**config.mk**
```make
export PLATFORM = sky130hd
export DESIGN_NAME = dram_fifo_burst_sched
export DESIGN_NICKNAME = d
export VERILOG_FILES = /design/src/rtl/dram_fifo_burst_sched.sv
export SDC_FILE = /design/constraint.sdc
export NUM_CORES = 1
export LEC_CHECK = 0
export BUFFER_PORTS_ARGS = -buffer_cell sky130_fd_sc_hd__buf_2
export CORE_MARGIN = 5
export CORE_UTILIZATION = 25
export DETAILED_ROUTE_END_ITERATION = 10
export GPL_TIMING_DRIVEN = 0
export HOLD_SLACK_MARGIN = 0.08
export PLACE_DENSITY = 0.48
export SLEW_MARGIN = 10
export SYNTH_ARGS = -nofsm -noshare
export SYNTH_HDL_FRONTEND = slang
export SYNTH_SLANG_ARGS = --single-unit
```
**constraint.sdc**
```tcl
create_clock -name clk -period 9.8 [get_ports clk]
set_input_delay 0.98 -clock clk [delete_from_list [all_inputs] [get_ports clk]]
set_output_delay 0.98 -clock clk [all_outputs]
set_load 0.01 [all_outputs]
```
**src/rtl/dram_fifo_burst_sched.sv**
```systemverilog
// Burst scheduler between the staging FIFOs and the DRAM ring buffer. It issues one DMA
// burst command at a time and owns the ring pointers and the committed DRAM occupancy.
//   state | meaning
//   IDLE  | evaluate write/read eligibility, register the granted command
//   ISSUE | cmd_tvalid held until cmd_tready
//   WAIT  | command accepted, waiting for done_stb
//   DRAIN | clear hit an in-flight command: finish handshake, swallow its done_stb
module dram_fifo_burst_sched #(
    parameter int SR_BASE         = 0,
    parameter int BURST_LOG2      = 8,
    parameter int DRAM_WORDS_LOG2 = 24,
    parameter int OCC_W           = 16
) (
    input  logic                                 clk,
    input  logic                                 reset,
    input  logic                                 set_stb,
    input  logic [7:0]                           set_addr,
    input  logic [31:0]                          set_data,
    output logic [31:0]                          rb_data,
    input  logic [OCC_W-1:0]                     in_occ,
    input  logic [OCC_W-1:0]                     out_space,
    output logic [DRAM_WORDS_LOG2+BURST_LOG2:0]  cmd_tdata,
    output logic                                 cmd_tvalid,
    input  logic                                 cmd_tready,
    input  logic                                 done_stb,
    output logic [DRAM_WORDS_LOG2:0]             dram_occ,
    output logic                                 dram_full,
    output logic                                 dram_empty
);
    localparam int N  = DRAM_WORDS_LOG2;
    localparam int B  = BURST_LOG2;
    localparam int CW = ((N + 1 > OCC_W) ? N + 1 : OCC_W) + 1;
    localparam logic [CW-1:0] MAX_BURST = CW'(1) << B;
    localparam logic [CW-1:0] RING      = CW'(1) << N;
    localparam logic [7:0]    SR_CTRL   = 8'(SR_BASE + 1);

    typedef enum logic [1:0] {IDLE = 2'd0, ISSUE = 2'd1, WAIT = 2'd2, DRAIN = 2'd3} state_t;

    state_t        state, state_nxt;
    logic [N-1:0]  wr_ptr, rd_ptr;
    logic [11:0]   timeout, timer;
    logic          pri_rd, err_sticky;
    logic          cmd_rd;
    logic [N-1:0]  cmd_addr;
    logic [B-1:0]  cmd_len_m1;
    logic [B:0]    cmd_len;
    logic [CW-1:0] wlen, rlen;
    logic          clear, hs, done_ok, spurious, expired;
    logic          w_elig, r_elig, grant_w, grant_r;
    logic [24:0]   occ_rb;
    logic          unused_ok;

    function automatic logic [CW-1:0] min2(input logic [CW-1:0] a, input logic [CW-1:0] b);
        return (a < b) ? a : b;
    endfunction

    assign clear      = set_stb && (set_addr == SR_CTRL) && set_data[0];
    assign hs         = cmd_tvalid && cmd_tready;
    assign cmd_len    = (B+1)'(cmd_len_m1) + (B+1)'(1);
    assign cmd_tdata  = {cmd_rd, cmd_addr, cmd_len_m1};
    assign dram_full  = (CW'(dram_occ) == RING);
    assign dram_empty = (dram_occ == '0);
    assign occ_rb     = 25'(dram_occ);
    assign rb_data    = {2'(state), err_sticky, 4'b0, occ_rb};
    assign unused_ok  = ^{set_data[31:16], set_data[3:1]};

    always_comb begin
        wlen     = min2(min2(CW'(in_occ), MAX_BURST), min2(RING - CW'(wr_ptr), RING - CW'(dram_occ)));
        rlen     = min2(min2(CW'(dram_occ), MAX_BURST), RING - CW'(rd_ptr));
        expired  = (timer >= timeout);
        w_elig   = (wlen != '0) && ((CW'(in_occ) >= MAX_BURST) || expired);
        r_elig   = (rlen != '0) && (CW'(out_space) >= rlen);
        grant_r  = 1'b0;
        grant_w  = 1'b0;
        if (state == IDLE && !clear) begin
            grant_r = r_elig && (!w_elig || pri_rd);
            grant_w = w_elig && !grant_r;
        end
        // a done_stb arriving while the handshake is still pending is not ours
        done_ok  = done_stb && ((state == WAIT) || (state == DRAIN && !cmd_tvalid));
        spurious = done_stb && !done_ok;
        state_nxt = state;
        case (state)
            IDLE:    if (grant_w || grant_r) state_nxt = ISSUE;
            ISSUE:   if (clear) state_nxt = DRAIN;
                     else if (hs) state_nxt = WAIT;
            WAIT:    if (done_ok) state_nxt = IDLE;
                     else if (clear) state_nxt = DRAIN;
            DRAIN:   if (done_ok) state_nxt = IDLE;
            default: state_nxt = IDLE;
        endcase
    end

    always_ff @(posedge clk) begin
        if (reset) state <= IDLE;
        else       state <= state_nxt;
    end

    always_ff @(posedge clk) begin
        if (reset) begin
            timeout    <= '0;
            timer      <= '0;
            wr_ptr     <= '0;
            rd_ptr     <= '0;
            dram_occ   <= '0;
            pri_rd     <= 1'b0;
            err_sticky <= 1'b0;
            cmd_tvalid <= 1'b0;
            cmd_rd     <= 1'b0;
            cmd_addr   <= '0;
            cmd_len_m1 <= '0;
        end else begin
            if (set_stb && set_addr == SR_CTRL) timeout <= set_data[15:4];
            if (hs) cmd_tvalid <= 1'b0;
            if (grant_w || grant_r) begin
                cmd_tvalid <= 1'b1;
                cmd_rd     <= grant_r;
                cmd_addr   <= grant_r ? rd_ptr : wr_ptr;
                cmd_len_m1 <= B'((grant_r ? rlen : wlen) - CW'(1));
            end
            if (clear) begin
                wr_ptr     <= '0;
                rd_ptr     <= '0;
                dram_occ   <= '0;
                timer      <= '0;
                pri_rd     <= 1'b0;
                err_sticky <= 1'b0;
            end else begin
                if (grant_w || grant_r) pri_rd <= grant_w;
                // reads reserve their words at handshake, writes commit at completion
                if (hs && state == ISSUE) begin
                    if (cmd_rd) begin
                        rd_ptr   <= rd_ptr + N'(cmd_len);
                        dram_occ <= dram_occ - (N+1)'(cmd_len);
                    end else begin
                        wr_ptr   <= wr_ptr + N'(cmd_len);
                    end
                end
                if (done_ok && state == WAIT && !cmd_rd) dram_occ <= dram_occ + (N+1)'(cmd_len);
                if (spurious) err_sticky <= 1'b1;
                if (grant_w || in_occ == '0) timer <= '0;
                else if (state == IDLE && CW'(in_occ) < MAX_BURST && timer != '1) timer <= timer + 12'd1;
            end
        end
    end
endmodule
```
# Yosys cells after proc, flatten, opt, wreduce, memory -nomap -nowiden
# Cells that the tools add are included.
# word_totals
inputBits,77
register_bits,135
elab_cells,103
# classes
n_eq_ne,10
n_addsub,10
n_reduce_logical,41
n_mux,21
n_lt_le_gt_ge,8
bitwise,1
# op_table
cell,n
two-way mux 25 bit,4
two-way mux 26 bit,3
nonzero test 26 bit,2
subtractor 25 x 24 -> 26 bit (first input constant),2
adder 24 x 9 -> 24 bit,2
>= comparator 16 x 26 -> 1 bit,1
< comparator 16 x 26 -> 1 bit,1
< comparator 25 x 26 -> 1 bit,1
< comparator 26 bit,1
subtractor 25 x 25 -> 26 bit (first input constant),1
adder 25 x 9 -> 25 bit,1
== test 25 bit (second input constant),1
logical NOT 25 bit,1
< comparator 25 x 9 -> 1 bit (second input constant),1
subtractor 25 x 9 -> 25 bit,1
two-way mux 24 bit,1
>= comparator 16 x 9 -> 1 bit (second input constant),1
logical AND 1 bit,16
logical NOT 16 bit,1
< comparator 16 x 9 -> 1 bit (second input constant),1
two-way mux 16 bit,1
adder 12 x 1 -> 12 bit (second input constant),1
>= comparator 12 bit,1
two-way mux 2 bit,6
other kinds (21),39

# Longest topological paths before layout
# logic_depth
depth_word,16
mapped_depth,41
ltp_nobuf,35

# Worst setup path before layout
# Ideal clock, no wire load.
# synth_timing
kind,reg-to-reg
from,register dram_occ[0]
to,register cmd_len_m1[6]
stages_incl_launch_ff,36
arrival_ns,7.827
t_required_ns,9.684
setup_ns,0.116
slack_ns,1.857
cell_sequence,dfxtp_1 -> clkbuf_1 -> inv_1 -> ha_1 -> nor3b_1 -> nand2_1 -> or4_1 -> xnor2_1 -> ha_1 -> o2111ai_1 -> a21oi_1 -> nor2_1 -> a22o_1 -> a31oi_4 -> clkbuf_1 -> clkbuf_1 -> mux2i_1 -> ha_1 -> a21oi_1 -> nand2_1 -> a211oi_1 -> and4_1 -> nor3_1 -> mux2_4 -> nor4bb_1 -> or4b_4 -> buf_2 -> clkbuf_1 -> o21ai_0 -> ha_1 -> and3_1 -> nand3_1 -> xor2_1 -> nor2_1 -> a311oi_1 -> a31o_2
# synth_via
elab_chain_cells,14
elab_cells_between_ends,24
classes_between,add/sub: 2; order compare: 5; mux: 7; reduce/logical: 10
# synth_lines
element,line_no,text
from (decl),26,"output logic [DRAM_WORDS_LOG2:0] dram_occ,"
from (signal assigned),134,dram_occ <= dram_occ - (N+1)'(cmd_len);
from (signal assigned),139,if (done_ok && state == WAIT && !cmd_rd) dram_occ <= dram_occ + (N+1)'(cmd_len);
"parallel branches: the longest is 14 deep, another holds subtractor 25 x 25 -> 26 bit",n/a,
to (signal assigned),119,cmd_len_m1 <= B'((grant_r ? rlen : wlen) - CW'(1));
to (decl),45,logic [B-1:0] cmd_len_m1;
# Several ways; the timed one is not identified.
# A chain may end at the register's enable or synchronous reset.

# Worst setup path after layout
# layout_timing
from,register dram_occ[1]
to,register cmd_len_m1[6]
# The elaborated chain is that of the path after synthesis.

==> reports/results.txt <==
Outcome: completed
Skew-Pair Late Insertion Delay: 440 ps
Final setup violation count: 0
Count of inserted antenna diode cells: 0
Port bufs: 146
Post-Synthesis Cell Area: 0.0127 mm2
Detailed Route Iter0 Violations: 688
Relative slew slack: 20.5%
Fin area: 0.0151 mm2
Path type of the worst min-delay path: flop to flop
Yosys top cell area share: 21.2%
Fraction of the mapped netlist area in adder cells: 14.2%
Starting density of the core: 25.4%
Biggest fanout along the worst timing path: 10
Total number of nets in the final design: 2083
Via count: 12400
Number of top-level pins: 170
Arr. time, crit path: 9610 ps
Final clock skew: 9.87 ps
Most used flip-flop cell after synthesis: sky130_fd_sc_hd__dfxtp_1
Final HPWL from detailed placement: 36.0 mm
Synth area leader: sky130_fd_sc_hd__dfxtp_1
Share of final-layout standard cells stronger than drive strength 1: 14.4%
GP Congestion: 0.870
RSZ-0062 raised after global routing: false
Total setup buffers inserted after CTS: 0
Largest net degree at the start of global routing: 17
First drt pass iteration count: 5
Classification of the worst setup path: flop to flop
Syn Inst Count: 1674
First-pass GRT wire length: 67.6 mm
Final number of hold-violating endpoints: 0
Placed cell areas: 0.0144 mm2
Number of antenna violations at the first check in global routing: 0
Slew @ Worst Pin: 1180 ps
Overall fraction of global-route tracks in use: 15.2%
DRC violations left: 0
Simple-gate portion of the synthesized area: 25.8%
Core ar.: 0.0503 mm2
Fraction of the yosys area taken by sequential cells: 21.2%
Combinational family with the most area after synthesis: simple AND/OR/NAND/NOR gates
CTS HTree Levels: 4
Total routed wirelength: 44.0 mm
Peak supply drop: 0.000170 V
Number of rows created at floorplan: 82
Setup ws final: 579 ps
Cell type of the slowest stage on the worst timing path: sky130_fd_sc_hd__or4_1
DP Cell Count: 2518
Clk sinks: 135
Cells taking the most area after synthesis: sky130_fd_sc_hd__dfxtp_1 21%, sky130_fd_sc_hd__ha_1 14%, sky130_fd_sc_hd__xnor2_1 6.2%
Seq cells post-synth: 135
GR Overflow Total: 0
Share of the synthesized area in compound gates (AO/OA/AOI/OAI): 17.0%
Average footprint of a synthesized cell: 7.61 um2
Number of nets still failing antenna checks after routing: 0
CTS Buf Count: 17
CTS clock-pin slew for the worst setup and hold paths: 60 ps
Most frequent cell on the critical path: sky130_fd_sc_hd__ha_1
Commonest cells after routing, fill and taps aside: 165 x sky130_fd_sc_hd__nor2_1, 157 x sky130_fd_sc_hd__buf_2, 152 x sky130_fd_sc_hd__nand2_1
Power per cell area: 322 mW/mm2
Wire length per cell: 17.3 um
Fillcell total: 5533
Startpoint type of the worst setup path: flop
Clock Path Buffers: 2
Via density per instance: 4.87
Die X: 236 um
Vias in the first global route: 11900
Die ar.: 0.0556 mm2
Height of the chip: 236 um
Cell chosen for the clock root: sky130_fd_sc_hd__clkbuf_16
Hold buffers post-CTS: 0
Largest incremental delay on the critical path: 580 ps
Achievable Freq: 108 MHz
Number of flops mapped to enable cells by yosys: 0
Warning count from the yosys run: 0
Setup WS pre-CTS: -547 ps
Aggregate negative setup slack: 0 ps
Number of max-capacitance violations reported: 0
Count of pins over their slew limit: 0
CP Capture Type: flop
Leakage power figure: 0.00667 uW
CTS tree: built
Xor-xnor portion of the synthesized cell area: 11.3%
Non-Filler Instances: 2549
Count of unique library cells instantiated by Yosys: 86
Async set-or-reset flop fraction in the synthesized netlist: 0%
Tmin final: 9220 ps
Area growth syn-to-layout: 18.3%
CP Data Required Time: 10190 ps
Mux cell area share after synthesis: 3.18%
Most frequent standard cell in the layout excluding fill and tap cells: sky130_fd_sc_hd__nor2_1
Tcrit/Tclk final: 94.1%
-- timing repair --
item,4_1_cts,5_1_grt
endpoints found under the setup margin,2,2
cloned,0,0
resized for setup,4,5
endpoints found under the hold margin,0,0
-- registers in the layout (all words and copies together), names as in the netlist --
register / flops
cmd_tvalid: 1
dram_occ: 25
rd_ptr: 24
cmd_addr: 24
wr_ptr: 24
timer: 12
pri_rd: 1
cmd_len_m1: 8
timeout: 12
err_sticky: 1
state: 2
cmd_rd: 1
-- layout make-up --
type                       count  area [um2]  share of cell area (%)
inverter                      78         293                    1.94
clock inverter                10         165                    1.09
timing repair buffer         146         731                    4.84
sequential                   135        2700                    17.9
clock buffer                  22         484                    3.21
tap                          672         841                    5.57
buffer                       124         639                    4.24
multi-input combinational   1362        9230                    61.2
-- through the flow --
stage	power [uW]	hold WS [ps]	util, %
after floorplan	3200	436	-
after global placement	4070	450	28.7
after detailed placement	4100	449	28.7
after CTS	4860	458	30.0
after global routing	5270	489	30.0
final	4850	456	30.0
-- power by group --
part	leakage [uW]	switching [uW]	internal, uW
Clock	0.000309	264	454
Combinational	0.00526	1980	1390
Sequential	0.00110	127	643
Total	0.00667	2370	2490
-- cells by family after synthesis --
logic type | Yosys count
other | 1
flip-flops | 135
adder cells (fa/ha/maj) | 143
buffers and inverters | 203
XOR/XNOR | 164
AO/OA/AOI/OAI | 341
multiplexers | 39
AND/OR/NAND/NOR | 648
-- path summary, 6_finish.rpt --
check,start,depth (start not counted),slack (ps),endpoint
max,dram_occ[1],36,580,cmd_len_m1[6]
min,timeout[10],2,460,timeout[10]
max reg2reg,dram_occ[1],36,580,cmd_len_m1[6]
min reg2reg,timeout[10],2,460,timeout[10]
-- worst max-delay path, delay by kind of cell (launching register included) --
family          cells  cell delay, ps
xor+xnor            2             470
fa+ha+maj           4            1160
buf+inv             5            1480
flops               1             490
mux                 2             650
simple gates       12            2690
compound gates     11            2210
-- synth_stat cells (15+ instances only) --
cell,instances
sky130_fd_sc_hd__clkbuf_1,71
sky130_fd_sc_hd__nor2b_1,32
sky130_fd_sc_hd__nor3_1,61
sky130_fd_sc_hd__or4_1,17
sky130_fd_sc_hd__xor2_1,74
sky130_fd_sc_hd__a21o_1,16
sky130_fd_sc_hd__mux2i_1,33
sky130_fd_sc_hd__a21oi_1,128
sky130_fd_sc_hd__and3_1,26
sky130_fd_sc_hd__nor2_1,166
sky130_fd_sc_hd__nand3_1,45
sky130_fd_sc_hd__a211oi_1,18
sky130_fd_sc_hd__xnor2_1,90
sky130_fd_sc_hd__o21ai_0,47
sky130_fd_sc_hd__buf_4,34
sky130_fd_sc_hd__nand2_1,152
sky130_fd_sc_hd__nor4_1,20
sky130_fd_sc_hd__inv_1,77
sky130_fd_sc_hd__ha_1,139
sky130_fd_sc_hd__o22ai_1,27
sky130_fd_sc_hd__dfxtp_1,135
sky130_fd_sc_hd__or3_1,25
sky130_fd_sc_hd__nand2b_1,15
sky130_fd_sc_hd__nand4_1,28
-- layer usage --
layer | global-route usage [%] | routed length [um] | vias up | part of all wire, %
met4 | 3.17 | 544 | 0 | 1.2
met1 | 20.6 | 21000 | 5884 | 48
li1 | - | - | 6277 | -
met5 | 0 | 0 | - | 0
met2 | 25.9 | 20800 | 213 | 47
met3 | 2.29 | 1680 | 29 | 3.8
No activity file was read; power rests on OpenSTA's default activity.
